**config.mk**
```make
export PLATFORM = sky130hd
export DESIGN_NAME = alu_result_stage_flat
export DESIGN_NICKNAME = d
export VERILOG_FILES = /design/src/rtl/alu_result_stage_if.sv /design/src/rtl/alu_result_stage.sv /design/src/flat_wrapper.sv
export SDC_FILE = /design/constraint.sdc
export NUM_CORES = 1
export LEC_CHECK = 0
export CORE_UTILIZATION = 43
export DETAILED_ROUTE_END_ITERATION = 16
export MAX_ROUTING_LAYER = met4
export PLACE_DENSITY = 0.82
export SYNTH_ARGS = -nofsm -noshare
export SYNTH_HDL_FRONTEND = slang
export SYNTH_SLANG_ARGS = --single-unit
```
**constraint.sdc**
```tcl
create_clock -name clk -period 2.3 [get_ports clk]
set_input_delay 0.23 -clock clk [delete_from_list [all_inputs] [get_ports clk]]
set_output_delay 0.23 -clock clk [all_outputs]
set_load 0.01 [all_outputs]
```
**src/rtl/alu_result_stage_if.sv**
```systemverilog
// ALU result handshake bundle: producer-side capture inputs, consumer-side head-entry outputs.
// master drives the upstream/downstream controls; slave is the result stage itself.
interface alu_result_stage_if #(
  parameter int WIDTH = 32
);
  logic             in_valid;
  logic             in_ready;
  logic [2:0]       alu_op;
  logic [WIDTH-1:0] resultofand;
  logic [WIDTH-1:0] resultofor;
  logic [WIDTH-1:0] resultofadd;
  logic [WIDTH-1:0] resultofsub;
  logic [WIDTH-1:0] dataout1;
  logic [WIDTH-1:0] dataout2;
  logic [4:0]       dest_reg;
  logic             flush;
  logic             out_valid;
  logic             out_ready;
  logic [WIDTH-1:0] out_result;
  logic             out_zero;
  logic [4:0]       out_dest;
  logic             out_illegal;

  modport master (
    output in_valid, alu_op, resultofand, resultofor, resultofadd, resultofsub,
           dataout1, dataout2, dest_reg, flush, out_ready,
    input  in_ready, out_valid, out_result, out_zero, out_dest, out_illegal
  );

  modport slave (
    input  in_valid, alu_op, resultofand, resultofor, resultofadd, resultofsub,
           dataout1, dataout2, dest_reg, flush, out_ready,
    output in_ready, out_valid, out_result, out_zero, out_dest, out_illegal
  );
endinterface

```
**src/rtl/alu_result_stage.sv**
```systemverilog
// Two-entry result buffer selecting the ALU result at capture; 1 cycle accept-to-out_valid.
// in_ready/out_valid come from registered state only, so out_ready never reaches in_ready.
module alu_result_stage #(
  parameter int WIDTH = 32,
  parameter int DEPTH = 2
) (
  input logic               clk,
  input logic               rst_n,
  alu_result_stage_if.slave bus
);

  typedef enum logic [1:0] {
    EMPTY = 2'd0,
    ONE   = 2'd1,
    TWO   = 2'd2
  } state_t;

  typedef struct packed {
    logic [WIDTH-1:0] result;
    logic             zero;
    logic             illegal;
    logic [4:0]       dest;
  } entry_t;

  localparam logic [1:0] FULL_CNT = 2'(DEPTH);

  state_t count_q, count_d;
  entry_t head_q, head_d;
  entry_t tail_q, tail_d;
  entry_t new_entry;
  logic   rdy_en_q;
  logic   push;
  logic   pop;

  // zero/illegal are frozen into the entry so later input changes cannot disturb them
  always_comb begin
    new_entry = '0;
    case (bus.alu_op)
      3'b000:  new_entry.result = bus.resultofand;
      3'b001:  new_entry.result = bus.resultofor;
      3'b010:  new_entry.result = bus.resultofadd;
      3'b110:  new_entry.result = bus.resultofsub;
      3'b111:  new_entry.result = {{(WIDTH-1){1'b0}},
                                   ($signed(bus.dataout1) < $signed(bus.dataout2))};
      default: new_entry.illegal = 1'b1;
    endcase
    new_entry.zero = (new_entry.result == '0);
    new_entry.dest = bus.dest_reg;
  end

  // rdy_en_q keeps in_ready low through reset and for the edge that releases it
  assign bus.in_ready  = rdy_en_q && (2'(count_q) != FULL_CNT);
  assign bus.out_valid = (count_q != EMPTY);
  assign push          = bus.in_valid && bus.in_ready;
  assign pop           = bus.out_valid && bus.out_ready;

  always_comb begin
    count_d = count_q;
    head_d  = head_q;
    tail_d  = tail_q;
    case (count_q)
      EMPTY: begin
        if (push) begin
          head_d  = new_entry;
          count_d = ONE;
        end
      end
      ONE: begin
        if (push && pop) begin
          head_d = new_entry;
        end else if (push) begin
          tail_d  = new_entry;
          count_d = TWO;
        end else if (pop) begin
          count_d = EMPTY;
        end
      end
      TWO: begin
        if (pop) begin
          head_d  = tail_q;
          count_d = ONE;
        end
      end
      default: count_d = EMPTY;
    endcase
    if (bus.flush) begin
      count_d = EMPTY;
    end
  end

  always_ff @(posedge clk or negedge rst_n) begin
    if (!rst_n) begin
      count_q  <= EMPTY;
      head_q   <= '0;
      tail_q   <= '0;
      rdy_en_q <= 1'b0;
    end else begin
      count_q  <= count_d;
      head_q   <= head_d;
      tail_q   <= tail_d;
      rdy_en_q <= 1'b1;
    end
  end

  assign bus.out_result  = bus.out_valid ? head_q.result  : '0;
  assign bus.out_zero    = bus.out_valid ? head_q.zero    : 1'b0;
  assign bus.out_dest    = bus.out_valid ? head_q.dest    : 5'd0;
  assign bus.out_illegal = bus.out_valid ? head_q.illegal : 1'b0;

endmodule

```
**src/flat_wrapper.sv**
```systemverilog
// flat-port wrapper written by rule: the top's interface ports become plain ports
module alu_result_stage_flat 
#(
  parameter int WIDTH = 32,
  parameter int DEPTH = 2
)
  (clk, rst_n, bus_in_valid, bus_alu_op, bus_resultofand, bus_resultofor, bus_resultofadd, bus_resultofsub, bus_dataout1, bus_dataout2, bus_dest_reg, bus_flush, bus_out_ready, bus_in_ready, bus_out_valid, bus_out_result, bus_out_zero, bus_out_dest, bus_out_illegal);
  alu_result_stage_if #(.WIDTH(WIDTH)) bus_i ();
  input logic clk;
  input logic rst_n;
  input wire logic [$bits(bus_i.in_valid)-1:0] bus_in_valid;
  input wire logic [$bits(bus_i.alu_op)-1:0] bus_alu_op;
  input wire logic [$bits(bus_i.resultofand)-1:0] bus_resultofand;
  input wire logic [$bits(bus_i.resultofor)-1:0] bus_resultofor;
  input wire logic [$bits(bus_i.resultofadd)-1:0] bus_resultofadd;
  input wire logic [$bits(bus_i.resultofsub)-1:0] bus_resultofsub;
  input wire logic [$bits(bus_i.dataout1)-1:0] bus_dataout1;
  input wire logic [$bits(bus_i.dataout2)-1:0] bus_dataout2;
  input wire logic [$bits(bus_i.dest_reg)-1:0] bus_dest_reg;
  input wire logic [$bits(bus_i.flush)-1:0] bus_flush;
  input wire logic [$bits(bus_i.out_ready)-1:0] bus_out_ready;
  output wire logic [$bits(bus_i.in_ready)-1:0] bus_in_ready;
  output wire logic [$bits(bus_i.out_valid)-1:0] bus_out_valid;
  output wire logic [$bits(bus_i.out_result)-1:0] bus_out_result;
  output wire logic [$bits(bus_i.out_zero)-1:0] bus_out_zero;
  output wire logic [$bits(bus_i.out_dest)-1:0] bus_out_dest;
  output wire logic [$bits(bus_i.out_illegal)-1:0] bus_out_illegal;
  assign bus_i.in_valid = bus_in_valid;
  assign bus_i.alu_op = bus_alu_op;
  assign bus_i.resultofand = bus_resultofand;
  assign bus_i.resultofor = bus_resultofor;
  assign bus_i.resultofadd = bus_resultofadd;
  assign bus_i.resultofsub = bus_resultofsub;
  assign bus_i.dataout1 = bus_dataout1;
  assign bus_i.dataout2 = bus_dataout2;
  assign bus_i.dest_reg = bus_dest_reg;
  assign bus_i.flush = bus_flush;
  assign bus_i.out_ready = bus_out_ready;
  assign bus_in_ready = bus_i.in_ready;
  assign bus_out_valid = bus_i.out_valid;
  assign bus_out_result = bus_i.out_result;
  assign bus_out_zero = bus_i.out_zero;
  assign bus_out_dest = bus_i.out_dest;
  assign bus_out_illegal = bus_i.out_illegal;
  alu_result_stage #(.WIDTH(WIDTH), .DEPTH(DEPTH)) u_core (.clk(clk), .rst_n(rst_n), .bus(bus_i));
endmodule
```
==> flow_summary_export.csv, run 1 <==
group,metric,value,unit
floorplanning,die_y,117.3,µm
final_layout,drive_gt1_share,16.13,%
yosys,synthTopCellsByArea,"dfrtp_1 (35%), a21oi_1 (6.9%), ha_1 (6.8%), nor2_1 (6.0%), nor2b_1 (4.8%)",
placed_design,detailed_place_hpwl,15070,µm
placed_design,dpl.cell_count,1112,
clock_tree,tritoncts,"done",
yosys,yosysTopAreaCellShare,35.45,%
yosys,syn_area_per_cell,8.459,µm²
flow_run,cap_violations,0,
route,drc,0,
final_layout,fin_util,72.61,%
route,vias_per_cell,5.313,
run_status,status,"finished, final reports clean",
placed_design,dp_slack,-0.5367,ns
critical_path,critPathKind,"primary input to register",
critical_path,cp.arrival,2.47,ns
clock_tree,holdBufCountCts,0,
yosys,ys_types,52,
clock_tree,cts_buffer_depth,2,
yosys,yosysWarnings,0,
clock_tree,cts_buffers,9,
pwr,power_density,536.2,nW/µm²
critical_path,cp-start-kind,"primary input",
timing,min_period,2.296,ns
global_route,grt_overflow_total,0,
final_layout,area_growth,62.21,%
timing,setup-tns-final,0,ns
timing,post-route-worst-setup-slack,0.004016,ns
timing,finalMaxSlewViolations,0,
yosys,synthesis.area,5718,µm²
route,drt_iter0_drc,377,
yosys,synthArstFlopShare,100.0,%
yosys,seq_area_frac_synth,35.45,%
floorplanning,rows,41,
route,vias,5993,
route,wirelength,19360,µm
clock_tree,htree_levels,3,
pwr,total_power,4.974,mW
timing,worst_pin_slew,0.9910,ns
floorplanning,io_pins,246,
critical_path,cp-end-kind,"register",
timing,maxSlewHeadroom,33.94,%
global_route,grt_first_pass_wirelength,29900,µm
yosys,yosys-top-cells-count,"nor2_1 (92), dfrtp_1 (81), a21oi_1 (79)",
timing,whs,0.05014,ns
global_route,grt_max_degree,82,
placed_design,port_buffers,245,
clock_tree,clock-sinks,81,
yosys,synth_edf_count,0,
global_route,antenna_found_initial,1,
timing,fmax,435.5,MHz
global_route,grt_pass1_vias,5938,
timing,layout_worst_path_cycle_share,99.83,%
placed_design,place_area,8738,µm²
yosys,yosys.area.top_type,"dfrtp_1",
yosys,synth_seq_cells,81,
route,ant_nets,0,
clock_tree,root_buffer,"clkbuf_16",
route,first_pass_iters,5,
pwr,p_leak,4.116,nW
timing,setup_viol,0,
floorplanning,die_w,117.3,µm
yosys,synth.most_common_cell,"nor2_1",
clock_tree,post_cts_buffers,0,
hold_path,hold_class,"primary input to asynchronous set/reset pin",
yosys,syn_nets,912,
clock_tree,clk-insertion-delay-late,0.33,ns
global_route,grt_usage,28.31,%
placed_design,routabilityCongestion,0.9095,
route,wire_per_inst,17.16,µm
yosys,syn_inst,676,
pwr,peakVddDrop,429.5,µV
final_layout,final_area,9275,µm²
floorplanning,die_area,13760,µm²
critical_path,required,2.47,ns
critical_path,critPathMaxFanout,4,
floorplanning,core-area,12770,µm²
timing,finalHoldViolCount,0,
final_layout,fin_cells,1128,
timing,clock_skew,0.005307,ns
floorplanning,start_util,44.76,%
clock_tree,clkTransAtPathRegs,0.06,ns
final_layout,nets,1186,
yosys,synthFlopType,"dfrtp_1",
==> metal layers <==
metal,track usage (%),vias up,wire length [µm]
met5,-,-,0
met1,33.25,2807,7851
li1,-,2932,-
met2,49.19,214,9869
met4,11.04,0,710
met3,3.453,40,929
==> where the power goes <==
group	switching (mW)	internal (mW)	leakage, nW
Sequential	0.175	1.77	0.964
Combinational	0.684	0.921	3.01
Clock	0.557	0.871	0.141
Total	1.42	3.56	4.12
==> final cells by class <==
class	instances	area, µm²
multi-input combinational	507	3557
fill	951	3498
timing repair buffer	315	3033
sequential	81	2027
clock buffer	10	239.0
tap	172	215.2
inverter	36	135.1
clock inverter	6	66.31
antenna	1	2.502
==> critical path, cell delays in order <==
cell             delay (ns)
clkdlybuf4s50_1        0.55
ha_4                   0.24
a211oi_2               0.20
nor2_1                 0.08
or3_1                  0.32
o311ai_2               0.32
a211oi_2               0.15
nor3_4                 0.27
a31oi_1                0.12
==> flip-flops by register name (all words and copies together) (netlist names) <==
signal	flops
u_core.rdy_en_q	1
u_core.count_q	2
u_core.head_q	39
u_core.tail_q	39
==> worst paths after layout <==
path / start / to / slack [ns] / cells past startpoint
hold reg to reg: u_core.tail_q[2]$_DFFE_PN0P_ / u_core.tail_q[2]$_DFFE_PN0P_ / 0.50 / 1
setup reg to reg: u_core.count_q[1]$_DFFE_PN0P_ / u_core.head_q[38]$_DFFE_PN0P_ / 0.39 / 6
max in group asynchronous: rst_n / u_core.head_q[24]$_DFFE_PN0P_ / 1.59 / 1
setup / recovery: bus_dataout1[13] / u_core.head_q[7]$_DFFE_PN0P_ / 0.004 / 9
hold / removal: rst_n / u_core.head_q[1]$_DFFE_PN0P_ / 0.05 / 1
min in group clk: bus_dest_reg[2] / u_core.head_q[2]$_DFFE_PN0P_ / 0.49 / 3
==> cell usage in the layout, fill, tap and decap left out, types with 4 or more instances in the layout <==
cell type / Yosys / final
clkdlybuf4s50_1: 0 / 236
nor2_1: 92 / 88
dfrtp_1: 81 / 81
a21oi_1: 79 / 79
buf_4: 0 / 67
nand2_1: 47 / 47
nor2b_1: 44 / 44
o21ai_0: 35 / 35
inv_1: 36 / 34
mux2i_1: 25 / 25
ha_1: 31 / 25
mux2_2: 18 / 19
and4b_1: 17 / 17
nor4bb_1: 15 / 15
a211oi_2: 0 / 15
nand4_1: 11 / 11
clkbuf_16: 0 / 9
a31oi_1: 6 / 6
a211oi_1: 20 / 5
o22ai_1: 5 / 5
dlymetal6s2s_1: 0 / 5
nand3_1: 5 / 4
o22a_1: 4 / 4
ha_4: 0 / 4
buf_12: 0 / 4
==> timing repair <==
item,CTS,global route
pin swaps,3,14
cloned,0,0
gates resized for setup,12,38
endpoints found under the setup margin,4,9
==> logic make-up (layout without fill, tap and decap cells) <==
family	Yosys count	count (layout)	share of synthesized area [%]
simple gates	258	258	24.66
compound gates	167	167	17.24
buf+inv	88	367	6.368
flops	81	81	35.45
mux	50	50	9.431
fa+ha+maj	31	31	6.783
other cells	1	2	0.06558
No activity file was read; power rests on OpenSTA's default activity.
==> inputs of run 2 (changes only) <==
- CORE_UTILIZATION: 43 -> 45
- PLACE_DENSITY: 0.82 -> not set
- PLACE_DENSITY_LB_ADDON: not set -> 0.1
- clock period: 2.3 -> 2.75 ns (I/O delays scaled with it)
==> flow_summary_export.csv, run 2 (same netlist as run 1, synthesis figures left out) <==
group,metric,value,unit
timing,maxSlewHeadroom,31.98,%
route,drt_iter0_drc,318,
global_route,grt_overflow_total,0,
global_route,grt_max_degree,82,
timing,worst_pin_slew,1.020,ns
flow_run,cap_violations,0,
run_status,status,"finished, final reports clean",
final_layout,mostFrequentLayoutCells,"clkdlybuf4s50_1 (242), nor2_1 (91), dfrtp_1 (81), a21oi_1 (79), nand2_1 (47)",
route,ant_nets,0,
clock_tree,htree_levels,3,
final_layout,mostFrequentLayoutCell,"clkdlybuf4s50_1",
final_layout,largest_registers,"u_core.head_q (39), u_core.tail_q (39), u_core.count_q (2)",
floorplanning,start_util,46.82,%
final_layout,drive_gt1_share,10.17,%
critical_path,cp_cell_sequence,"clkdlybuf4s50_1 -> nor2_1 -> buf_4 -> a211oi_1 -> and4_1 -> nand4_1 -> or3_1 -> nor2_1 -> a22o_1",
global_route,antenna_found_initial,0,
critical_path,cp-start-kind,"primary input",
floorplanning,rows,40,
clock_tree,clk-insertion-delay-late,0.33,ns
clock_tree,clkTransAtPathRegs,0.06,ns
floorplanning,die_w,114.7,µm
floorplanning,core-area,12210,µm²
placed_design,place_area,8598,µm²
timing,min_period,2.628,ns
route,first_pass_iters,5,
clock_tree,tritoncts,"done",
final_layout,num_antenna_cells,0,
critical_path,cp_slowest_stage_delay,0.55,ns
timing,finalHoldViolCount,0,
final_layout,final_area,8864,µm²
clock_tree,post_cts_resized,0,
critical_path,r2r_cells,6,
route,wirelength,19210,µm
pwr,power_density,448.1,nW/µm²
placed_design,detailed_place_hpwl,15550,µm
critical_path,ff2ff_setup_slack,0.65,ns
floorplanning,io_pins,246,
timing,layout_worst_path_cycle_share,95.56,%
clock_tree,root_buffer,"clkbuf_16",
clock_tree,holdBufCountCts,0,
critical_path,cpMostUsedCell,"nor2_1",
route,wire_per_inst,17.43,µm
timing,fmax,380.6,MHz
critical_path,r2r_start,"u_core.count_q[1]$_DFFE_PN0P_",
final_layout,fin_util,72.58,%
placed_design,port_buffers,245,
placed_design,routabilityCongestion,0.9386,
clock_tree,post_cts_buffers,0,
floorplanning,die_area,13160,µm²
timing,setup-tns-final,0,ns
hold_path,hold_class,"primary input to asynchronous set/reset pin",
global_route,grt_usage,30.64,%
floorplanning,die_y,114.7,µm
global_route,grt_pass1_vias,5964,
critical_path,cp.arrival,2.90,ns
critical_path,crit_family,"simple AND/OR/NAND/NOR gates",
critical_path,cp.buffers_inverters,2,
clock_tree,cts_buffer_depth,2,
pwr,peakVddDrop,260.0,µV
route,vias_per_cell,5.442,
route,drc,0,
global_route,grt_first_pass_wirelength,29850,µm
final_layout,area_growth,55.01,%
pwr,p_leak,3.940,nW
final_layout,nets,1165,
timing,clock_skew,0.005343,ns
route,vias,5997,
clock_tree,cts_buffers,9,
critical_path,critPathKind,"primary input to register",
critical_path,slowest_stage,"a211oi_1",
clock_tree,clock-sinks,81,
timing,rsz0062_at_grt,"no",
critical_path,cp-end-kind,"register",
critical_path,critPathMaxFanout,13,
timing,finalMaxSlewViolations,0,
timing,setup_viol,0,
critical_path,r2r-end,"u_core.head_q[27]$_DFFE_PN0P_",
critical_path,required,3.02,ns
## run 2: changes by cell type in the layout (fill, tap and decap cells not counted), sizes merged
cell,previous run,this run
bufinv,1,0
dlygate4sd2,1,0
buf,73,52
clkinvlp,3,0
diode,1,0
inv,37,36
clkinv,1,5
clkdlybuf4s50,236,242
dlymetal6s2s,5,0
clkbuf,10,11
## run 2: layout make-up
type                            count  area [µm²]
Tap cell                          168       210.2
Sequential cell                    81        2027
Clock inverter                      5       32.53
Timing Repair Buffer              294        2883
Clock buffer                       11       232.7
Multi-Input combinational cell    507        3343
Fill cell                         954        3348
Inverter                           36       135.1
## run 2: metal layers
layer | GRT usage, % | share of wire, % | wire (µm)
met1 | 36.24 | 40 | 7736
met2 | 54.26 | 52 | 10040
met3 | 3.864 | 5.4 | 1040
met4 | 9.351 | 2.0 | 393
met5 | - | 0 | 0
## run 2: how the worst max path moves through the flow
stage / startpoint / endpoint / slack, ns / cells past startpoint
global placement: bus_dataout2[10] / u_core.head_q[7]$_DFFE_PN0P_ / -0.20 / 12
CTS: bus_dataout2[10] / u_core.head_q[7]$_DFFE_PN0P_ / 0.15 / 12
global route: bus_dataout2[10] / u_core.head_q[7]$_DFFE_PN0P_ / 0.04 / 12
finish: bus_alu_op[1] / u_core.tail_q[6]$_DFFE_PN0P_ / 0.12 / 9
detailed placement: bus_dataout2[10] / u_core.head_q[7]$_DFFE_PN0P_ / -0.20 / 12
floorplan: bus_alu_op[1] / u_core.tail_q[6]$_DFFE_PN0P_ / 0.44 / 10
## run 2: per-stage QoR
step	setup slack [ns]	power, mW	std cells	hold slack, ns
5_1_grt	0.03811	4.198	1102	0.1919
2_1_floorplan	0.4382	2.234	676	-0.02059
3_5_place_dp	-0.1958	2.910	1086	0.5009
3_3_place_gp	-0.2017	2.851	1086	0.4868
6_report	0.1222	3.971	1102	0.1041
4_1_cts	0.1509	3.982	1102	0.1503
## run 2: where the power goes
part           total, mW  leakage, nW  internal [mW]  switching, mW
registers           1.62        0.964           1.48          0.146
logic               1.28         2.84          0.729          0.548
clock network       1.07        0.133          0.610          0.461
total               3.97         3.94           2.82           1.16
==> edit, RTL diff (settings of run 1) <==
`WIDTH` is set to 32 in 3 places; all go to 16.
--- a/src/rtl/alu_result_stage_if.sv
+++ b/src/rtl/alu_result_stage_if.sv
@@ -2,5 +2,5 @@
 // master drives the upstream/downstream controls; slave is the result stage itself.
 interface alu_result_stage_if #(
-  parameter int WIDTH = 32
+  parameter int WIDTH = 16
 );
   logic             in_valid;
--- a/src/rtl/alu_result_stage.sv
+++ b/src/rtl/alu_result_stage.sv
@@ -2,5 +2,5 @@
 // in_ready/out_valid come from registered state only, so out_ready never reaches in_ready.
 module alu_result_stage #(
-  parameter int WIDTH = 32,
+  parameter int WIDTH = 16,
   parameter int DEPTH = 2
 ) (
--- a/src/flat_wrapper.sv
+++ b/src/flat_wrapper.sv
@@ -2,5 +2,5 @@
 module alu_result_stage_flat 
 #(
-  parameter int WIDTH = 32,
+  parameter int WIDTH = 16,
   parameter int DEPTH = 2
 )
Interface: changed (7 resized); port bits go from 246 to 134. No check against the original RTL was run, so the function may have changed too.
==> edit against run 1 <==
  * Design area decreased by 43%
  * Via count decreased by 45%
  * Power decreased by 48%
  * Wire length decreased by 50%
  * Setup slack improved by 0.0059 ns
  * Sequential cell count decreased by 32
  * Sequential power decreased by 43%
  * Count of clock-buffer cells in the layout decreased by 3
  * Critical path depth unchanged
  * Synthesized area decreased by 42%
  * Clock power decreased by 56%
  * Synthesized cell count decreased by 46%
==> edit: results (changes against run 1) <==
Worst setup path
The data arrival time of the critical path was 2.50 ns (+0.03 ns). The critical-path maximum fanout came to 3 (-1). The most critical setup path has its startpoint at bus_dataout2[11]. In this run the critical register-to-register path is launched from u_core.rdy_en_q.

Status
The flow ran to the end, and the final reports show no timing, DRC or antenna violations.

Synth
After synthesis, the most frequently instantiated cells are sky130_fd_sc_hd__dfrtp_1 (49), sky130_fd_sc_hd__nand2_1 (32), sky130_fd_sc_hd__o21ai_0 (32), sky130_fd_sc_hd__mux2i_1 (30), sky130_fd_sc_hd__nor2_1 (29). The number of distinct standard cells referenced by the synthesized netlist is 44 (-15%). By area the synthesized netlist is led by sky130_fd_sc_hd__dfrtp_1 (37%), sky130_fd_sc_hd__mux2i_1 (9.1%), sky130_fd_sc_hd__mux2_2 (6.1%), sky130_fd_sc_hd__ha_1 (5.7%), sky130_fd_sc_hd__nor2b_1 (5.3%).

The post-synth net total was 491 (-46%). The sequential share of the synthesized area is 37.2% (+1.7 points).

Routing
The total met2 wirelength after detailed routing was 4770 um (-52%). The count of routing violations after the opening detailed-route iteration is 140 (-63%). The number of search-and-repair iterations in the first detailed-routing pass is 4 (-1). The detailed-route wire length is 9670 um (-50%). The detailed-route via count was 3276 (-45%).

Power and ir drop
The leakage power figure is 2.34 nW (-43%). The switching share of power came to 27.4% (-1.1 points). The worst voltage drop across the vdd grid is 0.290 mV (-32%).

Clock network
The count of H-tree levels built during CTS is 2 (-1). The buffer type at the clock tree root is sky130_fd_sc_hd__clkbuf_8.

Placement
The post-placement cell area was 4980 um^2 (-43%). The post-DP HPWL is 7350 um (-51%). The final RePlAce weighted congestion is 0.844 (-7.3%).

Timing
The slew at the pin closest to its max-slew limit is 0.618 ns (-0.373 ns).

GRT
The wire length of the first global-routing pass was 14400 um (-52%). The number of global-route vias before repair is 3156 (-47%). The maximum number of pins on one net before global-route repair is 50 (-39%).

The global router's overall resource usage is 24.3% (-4.0 points).

Cells and area
The final antenna diode count is 0 (-1). The largest registers in the layout are u_core.head_q (23), u_core.tail_q (23), u_core.count_q (2). The final-layout fill cell count is 523 (-45%).
[edit: cell count changes after synthesis, sizes merged, moves of 17 or more]
cell and delta:
a211oi -17, a21oi -52, and4b -17, inv -17
dfrtp -32, clkbuf -22, nor2 -63
[edit: timing repair]
item,4_1_cts,5_1_grt
setup buffers,0,3
gates cloned,0,0
resized for setup,2,21
hold endpoints to repair,0,0
pin swaps,4,14
endpoints found under the setup margin,2,2
[edit: cells by family after synthesis]
logic type,count (synthesis),share of synthesized area (%)
flip-flops,49,37.2
buffers and inverters,45,5.31
AND/OR/NAND/NOR,110,17.4
adder cells (fa/ha/maj),15,5.69
AO/OA/AOI/OAI,98,18.6
other,1,0.114
multiplexers,49,15.7
[edit: final cells by class]
type | instances | area, um^2 | area share (%)
timing repair buffer | 174 | 1670 | 31.7
inverter | 19 | 71.3 | 1.36
clock inverter | 1 | 30.0 | 0.572
tap | 99 | 124 | 2.36
clock buffer | 7 | 86.3 | 1.64
multi-input combinational | 273 | 2050 | 39.0
sequential | 49 | 1230 | 23.3
[edit: final timing paths]
path | end | slack (ns) | depth (start not counted)
max | u_core.head_q[6] | 0.01 | 9
min | u_core.tail_q[1] | 0.01 | 2
max reg2reg | u_core.head_q[21] | 0.61 | 7
min reg2reg | u_core.head_q[16] | 0.48 | 2
max in group asynchronous | u_core.head_q[17] | 1.86 | 2
min in group clk | u_core.head_q[16] | 0.48 | 2
[edit: layer usage]
metal	vias to the layer above	GRT usage, %
met5	-	-
met4	0	10.2
met3	36	4.84
met2	134	40.0
met1	1505	28.9
li1	1601	-
[edit: through the flow]
step | setup WS [ns] | cells | TNS [ns] | total power, mW
final | 0.00988 | 622 | 0 | 2.58
after global routing | -0.0361 | 622 | -0.0361 | 2.73
after CTS | 0.0236 | 620 | 0 | 2.54
after detailed placement | -0.425 | 612 | -1.43 | 1.92
after global placement | -0.360 | 612 | -1.15 | 1.88
after floorplan | 0.171 | 367 | 0 | 1.50
[edit: worst reg2reg max path: cells and delay by family (launching register included)]
kind / cells / cell delay (ns)
AOI/OAI and AO/OA: 4 / 0.81
and+or+nand+nor: 2 / 0.15
DFF: 1 / 0.38
buffers and inverters: 1 / 0.25
[edit: power by group through the flow]
stage	Clock, mW	Sequential [mW]	Combinational (mW)
after CTS	0.640	1.11	0.792
final	0.634	1.11	0.837
after floorplan	0	1.10	0.396
after global routing	0.673	1.13	0.919
after global placement	0	1.12	0.760
after detailed placement	0	1.13	0.789
